--- config.mk ---
export PLATFORM = sky130hd
export DESIGN_NAME = mux4_rr_arbiter_flat
export DESIGN_NICKNAME = d
export VERILOG_FILES = /design/src/rtl/mux4_arb_if.sv /design/src/rtl/mux4_rr_arbiter.sv /design/src/flat_wrapper.sv
export SDC_FILE = /design/constraint.sdc
export NUM_CORES = 1
export LEC_CHECK = 0
export ABC_AREA = 1
export CORE_AREA = 2 2 56 58
export DETAILED_ROUTE_END_ITERATION = 6
export DIE_AREA = 0 0 58 60
export PLACE_DENSITY = 0.73
export SYNTH_ARGS = -nofsm -noshare
export SYNTH_HDL_FRONTEND = slang
export SYNTH_SLANG_ARGS = --single-unit
--- constraint.sdc ---
create_clock -name clk -period 1.9 [get_ports clk]
set_clock_uncertainty 0.15 [all_clocks]
set_input_delay 0.19 -clock clk [delete_from_list [all_inputs] [get_ports clk]]
set_output_delay 0.19 -clock clk [all_outputs]
set_load 0.05 [all_outputs]
--- src/rtl/mux4_arb_if.sv ---
// Handshake/data bundle between four requesters, the round-robin arbiter and
// one downstream consumer. master = requester/consumer side, slave = arbiter.
interface mux4_arb_if #(
  parameter int W = 8
);
  logic [3:0]   req;
  logic [W-1:0] i0;
  logic [W-1:0] i1;
  logic [W-1:0] i2;
  logic [W-1:0] i3;
  logic         y_ready;
  logic [W-1:0] y;
  logic         y_valid;
  logic [3:0]   grant;
  logic [1:0]   sel;
  logic         busy;

  modport master (
    output req, i0, i1, i2, i3, y_ready,
    input  y, y_valid, grant, sel, busy
  );

  modport slave (
    input  req, i0, i1, i2, i3, y_ready,
    output y, y_valid, grant, sel, busy
  );
endinterface

--- src/rtl/mux4_rr_arbiter.sv ---
// Round-robin arbiter sequencing a shared 4:1 mux onto one valid/ready output.
// Optional macro MUX4_ARB_HOLD_LIMIT_EN: forces rotation after HOLD_MAX
// accepted beats when another port is waiting; without it a grant lasts until
// its request drops and no beat counter exists.
//
// state | meaning
// IDLE  | no grant; arbitrate among pending requests starting after sel
// GRANT | one port owns the mux; its data is presented downstream
module mux4_rr_arbiter #(
  parameter int W        = 8,
  parameter int HOLD_MAX = 4
) (
  input  logic       clk,
  input  logic       rst_n,
  mux4_arb_if.slave  bus
);

  if (HOLD_MAX < 1 || HOLD_MAX > 255) begin : g_bad_hold
    $error("HOLD_MAX must be within 1..255");
  end

  typedef enum logic {IDLE, GRANT} state_t;

  state_t     state_q, state_d;
  logic [3:0] grant_q, grant_d;
  logic [1:0] sel_q, sel_d;
  logic [1:0] win;
  logic [W-1:0] mux_y;

`ifdef MUX4_ARB_HOLD_LIMIT_EN
  localparam int CW = (HOLD_MAX > 1) ? $clog2(HOLD_MAX) : 1;
  localparam logic [CW-1:0] LAST = CW'(HOLD_MAX - 1);
  logic [CW-1:0] beat_cnt, beat_cnt_d;
  logic          accept;
  assign accept = bus.y_valid && bus.y_ready;
`endif

  // Search order sel+1, sel+2, sel+3, sel; the first pending request wins.
  always_comb begin
    logic       found;
    logic [1:0] idx;
    win   = sel_q;
    found = 1'b0;
    for (int k = 1; k <= 4; k++) begin
      idx = sel_q + 2'(k);
      if (!found && bus.req[idx]) begin
        win   = idx;
        found = 1'b1;
      end
    end
  end

  // Next-state logic: grant from IDLE, release on req drop or hold limit.
  always_comb begin
    state_d = state_q;
    grant_d = grant_q;
    sel_d   = sel_q;
`ifdef MUX4_ARB_HOLD_LIMIT_EN
    beat_cnt_d = beat_cnt;
`endif
    case (state_q)
      IDLE: begin
        if (|bus.req) begin
          state_d = GRANT;
          grant_d = 4'b0001 << win;
          sel_d   = win;
`ifdef MUX4_ARB_HOLD_LIMIT_EN
          beat_cnt_d = '0;
`endif
        end
      end
      GRANT: begin
        if (!bus.req[sel_q]) begin
          state_d = IDLE;
          grant_d = '0;
        end
`ifdef MUX4_ARB_HOLD_LIMIT_EN
        else if (accept) begin
          if (beat_cnt == LAST) begin
            beat_cnt_d = '0;
            // Only rotate if someone else is actually waiting.
            if (|(bus.req & ~grant_q)) begin
              state_d = IDLE;
              grant_d = '0;
            end
          end else begin
            beat_cnt_d = beat_cnt + 1'b1;
          end
        end
`endif
      end
      default: begin
        state_d = IDLE;
        grant_d = '0;
      end
    endcase
  end

  // State, grant and select registers; sel resets to 3 so port 0 is searched first.
  always_ff @(posedge clk or negedge rst_n) begin
    if (!rst_n) begin
      state_q <= IDLE;
      grant_q <= '0;
      sel_q   <= 2'b11;
`ifdef MUX4_ARB_HOLD_LIMIT_EN
      beat_cnt <= '0;
`endif
    end else begin
      state_q <= state_d;
      grant_q <= grant_d;
      sel_q   <= sel_d;
`ifdef MUX4_ARB_HOLD_LIMIT_EN
      beat_cnt <= beat_cnt_d;
`endif
    end
  end

  // Embedded 4:1 datapath mux driven by the registered select.
  always_comb begin
    case (sel_q)
      2'd0:    mux_y = bus.i0;
      2'd1:    mux_y = bus.i1;
      2'd2:    mux_y = bus.i2;
      default: mux_y = bus.i3;
    endcase
  end

  assign bus.busy    = (state_q == GRANT);
  assign bus.y       = bus.busy ? mux_y : '0;
  assign bus.y_valid = bus.busy && bus.req[sel_q];
  assign bus.grant   = grant_q;
  assign bus.sel     = sel_q;

endmodule

--- src/flat_wrapper.sv ---
// flat-port wrapper written by rule: the top's interface ports become plain ports
module mux4_rr_arbiter_flat 
#(
  parameter int W        = 8,
  parameter int HOLD_MAX = 4
)
  (clk, rst_n, bus_req, bus_i0, bus_i1, bus_i2, bus_i3, bus_y_ready, bus_y, bus_y_valid, bus_grant, bus_sel, bus_busy);
  mux4_arb_if #(.W(W)) bus_i ();
  input  logic clk;
  input  logic rst_n;
  input wire logic [$bits(bus_i.req)-1:0] bus_req;
  input wire logic [$bits(bus_i.i0)-1:0] bus_i0;
  input wire logic [$bits(bus_i.i1)-1:0] bus_i1;
  input wire logic [$bits(bus_i.i2)-1:0] bus_i2;
  input wire logic [$bits(bus_i.i3)-1:0] bus_i3;
  input wire logic [$bits(bus_i.y_ready)-1:0] bus_y_ready;
  output wire logic [$bits(bus_i.y)-1:0] bus_y;
  output wire logic [$bits(bus_i.y_valid)-1:0] bus_y_valid;
  output wire logic [$bits(bus_i.grant)-1:0] bus_grant;
  output wire logic [$bits(bus_i.sel)-1:0] bus_sel;
  output wire logic [$bits(bus_i.busy)-1:0] bus_busy;
  assign bus_i.req = bus_req;
  assign bus_i.i0 = bus_i0;
  assign bus_i.i1 = bus_i1;
  assign bus_i.i2 = bus_i2;
  assign bus_i.i3 = bus_i3;
  assign bus_i.y_ready = bus_y_ready;
  assign bus_y = bus_i.y;
  assign bus_y_valid = bus_i.y_valid;
  assign bus_grant = bus_i.grant;
  assign bus_sel = bus_i.sel;
  assign bus_busy = bus_i.busy;
  mux4_rr_arbiter #(.W(W), .HOLD_MAX(HOLD_MAX)) u_core (.clk(clk), .rst_n(rst_n), .bus(bus_i));
endmodule
# Yosys cells after proc, flatten, opt, wreduce, memory -nomap -nowiden

Index checks and enable logic that the tools add are counted.

Bitwise logic cells: 1
Order comparisons: 4
Shift-type cells: 1
$mul: 0
Muxes and demuxes: 23
Div/mod/pow operators: 0
Equality and inequality tests: 4
Add/sub/neg operators: 3
Reductions and logical operators: 11

Operators with widths:

| kind                                                                         | count |
|---|---|
| 8-bit case mux with 3 select lines                                           | 1 |
| 2-bit by 3-bit less-than comparator with 1-bit output, second input constant | 4 |
| 1-bit two-way mux                                                            | 9 |
| 1-bit binary-select mux with 2-bit select                                    | 4 |
| 2-bit two-way mux                                                            | 4 |
| 4-bit two-way mux                                                            | 2 |
| 8-bit two-way mux                                                            | 1 |
| 4-bit case mux with 2 select lines                                           | 1 |
| 2-bit adder, second input constant                                           | 2 |
| 1-bit logical AND                                                            | 4 |
| 2-bit AND reduction                                                          | 2 |
| 4-bit OR reduction                                                           | 1 |
| 1-bit by 2-bit left shift with 4-bit output, first input constant            | 1 |
| 1-bit zero test                                                              | 3 |
| 2-bit by 1-bit adder with 2-bit output, second input constant                | 1 |
| 2-bit by 1-bit equality test with 1-bit output, second input constant        | 1 |
| 2-bit equality test, second input constant                                   | 1 |
| 2-bit zero test                                                              | 1 |
| 2-bit by 1-bit != test with 1-bit output, second input constant              | 1 |
| 2-bit != test, second input constant                                         | 1 |
| 1-bit case mux with 2 select lines                                           | 1 |
| 1-bit inverter                                                               | 1 |

Output and inout bits: 16
Memories: 0
Word-level logic and storage cells: 50
Register bits after elaboration: 7
Memory bits (writable): 0
ROM bits: 0
Bits in latches: 0
Bits of input ports: 39

# Depth between registers and ports, before layout

Word-level depth: 16
Gate-level depth with buffers: 12
Mapped depth without buffers: 11

# Worst setup path after synthesis

OpenSTA, ideal clock, no wires.

Kind: register to output
From: register u_core.sel_q[1] (netlist: u_core.bus.sel[1])
To: output bus_y[0]
Path buffers: 1
Required time: 1560 ps
Stages on the path, launching flop included: 5
Path slack: -567 ps
Data arrival time: 2127 ps
Path through: dfstp_2 -> ha_1 -> buf_1 -> nand2_1 -> a31oi_1

Cells in the longest elaborated chain, start to end: 3
Elaborated cells on any way between the ends: 5
Those cells by class: eq/ne (2); mux (2); reduce/logical (1)

Ends and longest elaborated chain:

| what                                              | RTL line               | source |
|---|---|---|
| start: declaration                                | mux4_rr_arbiter.sv:26  | `logic [1:0] sel_q, sel_d;` |
| start signal: assignment                          | mux4_rr_arbiter.sv:111 | `sel_q <= sel_d;` |
| 2-bit equality test, or another cell as far along | mux4_rr_arbiter.sv:120 | `case (sel_q)` |
| 8-bit case mux with 3 select lines (*)            | mux4_rr_arbiter.sv:120 |  |
| 8-bit two-way mux (*)                             | mux4_rr_arbiter.sv:129 | `assign bus.y = bus.busy ? mux_y : '0;` |
| end: declaration                                  | flat_wrapper.sv:17     | `output wire logic [$bits(bus_i.y)-1:0] bus_y;` |

Mark *: on every way between the ends. The rest lies on a longest branch, timed or not.

# Final worst setup path

From: register u_core.sel_q[0] (netlist: u_core.bus.sel[0])
To: output bus_y[0]

Same word-level chain as after synthesis.

==> run summary <==
Primary FF master, synth - dfrtp_1
failing checks - negative setup slack
Post-synth top cells - nand2_1 (44), nand3_1 (11), a21oi_1 (10)
Initial DRC Count - 27
Final GP Congestion - 0.861
fraction of layout cells with a size suffix above 1 - 0.521
Bufs and invs on worst path - 2
hpwl dp - 2.63 mm
Die ar. - 3480 um2
Synth Register Bits - 7
fin crit period - 2.03 ns
residual DRC count - 0
VDD IR max - 1400 uV
Startpoint Class - flip-flop
Final Instance Area - 2090 um2
chip height - 60 um
via total after detailed routing - 1246
Post-CTS Hold Buffers - 0
Core Area - 2900 um2
slowest CP cell - dfstp_2
largest net degree at the start of global routing - 11
worst slew pin tran - 0.576 ns
dominant cells by area after synthesis - nand2_1 (18%), dfrtp_1 (14%), nand3_1 (6.1%)
final core occ - 0.719
DRT Wirelength - 3.63 mm
crit end category - primary output
most numerous cell in the Yosys netlist - nand2_1
crit-path max FO - 8
Starting Density - 0.312
gr ovfl total - 0
Clock Latency Late Sink - 0.25 ns
Total GRT Usage - 0.217
CP cell instances - ha_4 -> buf_12 -> a21oi_1 -> a31oi_4 -> buf_6
CTS sink count - 7
Avg WL per Cell - 14.9 um
I/O Buffers - 53
post-route insts no fill - 244
pins over their slew limit - 0
Final setup viols - 15
Placed Area - 1750 um2
Synth Instances - 139
RSZ-0062 raised after global routing - yes
Worst-path clk slew - 0.06 ns
Async S/R FF share, synth - 1.00
Slew Limit Headroom - 0.616
cts bufs inserted - 3
# H-tree levels - 1
Yosys cell types - 26
Die W - 58 um
vias in the first global route - 1305
sequential element share of the synthesized area - 0.196
placed instance count - 230
WP data required - 1.56 ns
fin crit share - 1.07
Max Clk Rate - 492 MHz
ANT cells - 0
status - complete, but fails checks
Static Leak - 0.856 nW
Syn Area/Cell - 6.51 um2
# rows - 20
nets - 255
antenna violations before repair - 0
Root Buffer - clkbuf_4
Synth area leader - nand2_1
Synth warnings - 0
# IOs - 55
delay-heaviest family, CP - flip-flops
EDFF count, synth - 0
Setup Total Neg Slack - -1.52 ns
crit-path max cell delay - 0.68 ns
Post-DRT Antenna Nets - 0
Max Root-Sink Buffers - 2
final worst setup slack - -0.131 ns
Critical Path AT - 1.69 ns
Hold Path Class - input pin to async pin
first-pass GRT wire length - 5.76 mm
DR vias/cell - 5.11
Crit Path Class - flip-flop to primary output
Pre-antenna DRT Iters - 4
Max Cap Violations - 0
power per cell area - 2130 nW/um2
area growth from synthesis to layout - 131%
TritonCTS clock tree - yes
Hold Violations, Final - 0
share of the synthesized area in the top cell type - 0.183
mapped cell area - 905 um2
Pwr Total - 4.44 mW
Syn Nets - 182
-- layer usage --
layer / wire [um] / up-vias / GRT usage
met5: 0 / - / 0
met4: 51 / 0 / 0.0432
met3: 289 / 6 / 0.0411
met2: 1910 / 54 / 0.446
met1: 1370 / 574 / 0.224
li1: - / 612 / -
-- area by class of cell --
cell class                      instances  area (um2)
Multi-Input combinational cell        113        1000
Timing Repair Buffer                   74         773
Tap cell                               33        41.3
Sequential cell                         7         181
Inverter                               13        63.8
Clock buffer                            4        26.3
Fill cell                             200         815
-- worst reg2reg max path, stage by stage (launching register included) --
cell	delay (ns)
dfstp_2	0.68
inv_8	0.07
ha_4	0.32
inv_4	0.05
nand3_4	0.09
nand2_4	0.08
inv_4	0.08
nand3_4	0.10
nand2_2	0.09
nand2_4	0.06
nand3_2	0.07
nand2_1	0.06
-- metrics by stage --
step                hold slack, ns  worst slack, ns
floorplan                   -0.256           -0.181
global placement             0.308          0.00311
detailed placement           0.319          -0.0351
CTS                         0.0492           -0.128
global route                0.0642           -0.216
finish                      0.0374           -0.131
-- registers in the layout (all words and copies together) (netlist names) --
register / cells
u_core.bus.sel: 2
u_core.bus.grant: 4
u_core.bus.busy: 1
-- worst paths after layout --
check / start / endpoint / slack [ns] / depth (start not counted)
max: u_core.bus.sel[0]$_DFFE_PN1P_ / bus_y[0] / -0.13 / 5
min: rst_n / u_core.bus.grant[2]$_DFFE_PN0P_ / 0.04 / 1
max reg2reg: u_core.bus.sel[0]$_DFFE_PN1P_ / u_core.bus.grant[0]$_DFFE_PN0P_ / -0.11 / 11
min reg2reg: u_core.bus.grant[1]$_DFFE_PN0P_ / u_core.bus.grant[1]$_DFFE_PN0P_ / 0.34 / 2
max in group asynchronous: rst_n / u_core.bus.sel[1]$_DFFE_PN1P_ / 1.27 / 1
min in group clk: u_core.bus.grant[1]$_DFFE_PN0P_ / u_core.bus.grant[1]$_DFFE_PN0P_ / 0.34 / 2
-- placed cells by master, fill, tap and decap left out, drive strengths merged --
master,count
buf,33
clkbuf,4
ha,4
inv,13
or2,1
nand2,55
nand4,4
a41oi,1
nor2,5
a21oi,11
dfrtp,5
nand3,14
clkdlybuf4s50,41
dfstp,2
a31oi,8
o21ai,10
-- report_power, final --
| group | internal [mW] | switching (mW) |
|---|---|---|
| logic | 1.65 | 2.30 |
| registers | 0.232 | 0.125 |
| clock network | 0.0803 | 0.0569 |
-- timing repair --
item	4_1_cts	5_1_grt
buffers inserted	9	1
pin swaps	15	4
setup endpoints to repair	13	15
endpoints found under the hold margin	0	0
gates resized for setup	42	13
-- kinds of logic after synthesis --
kind of cell | after synthesis | synth area share
compound gates | 30 | 0.198
fa+ha+maj | 4 | 0.0553
flops | 7 | 0.196
simple gates | 79 | 0.452
buf+inv | 19 | 0.0982
Power figures use the tool's default switching activity.
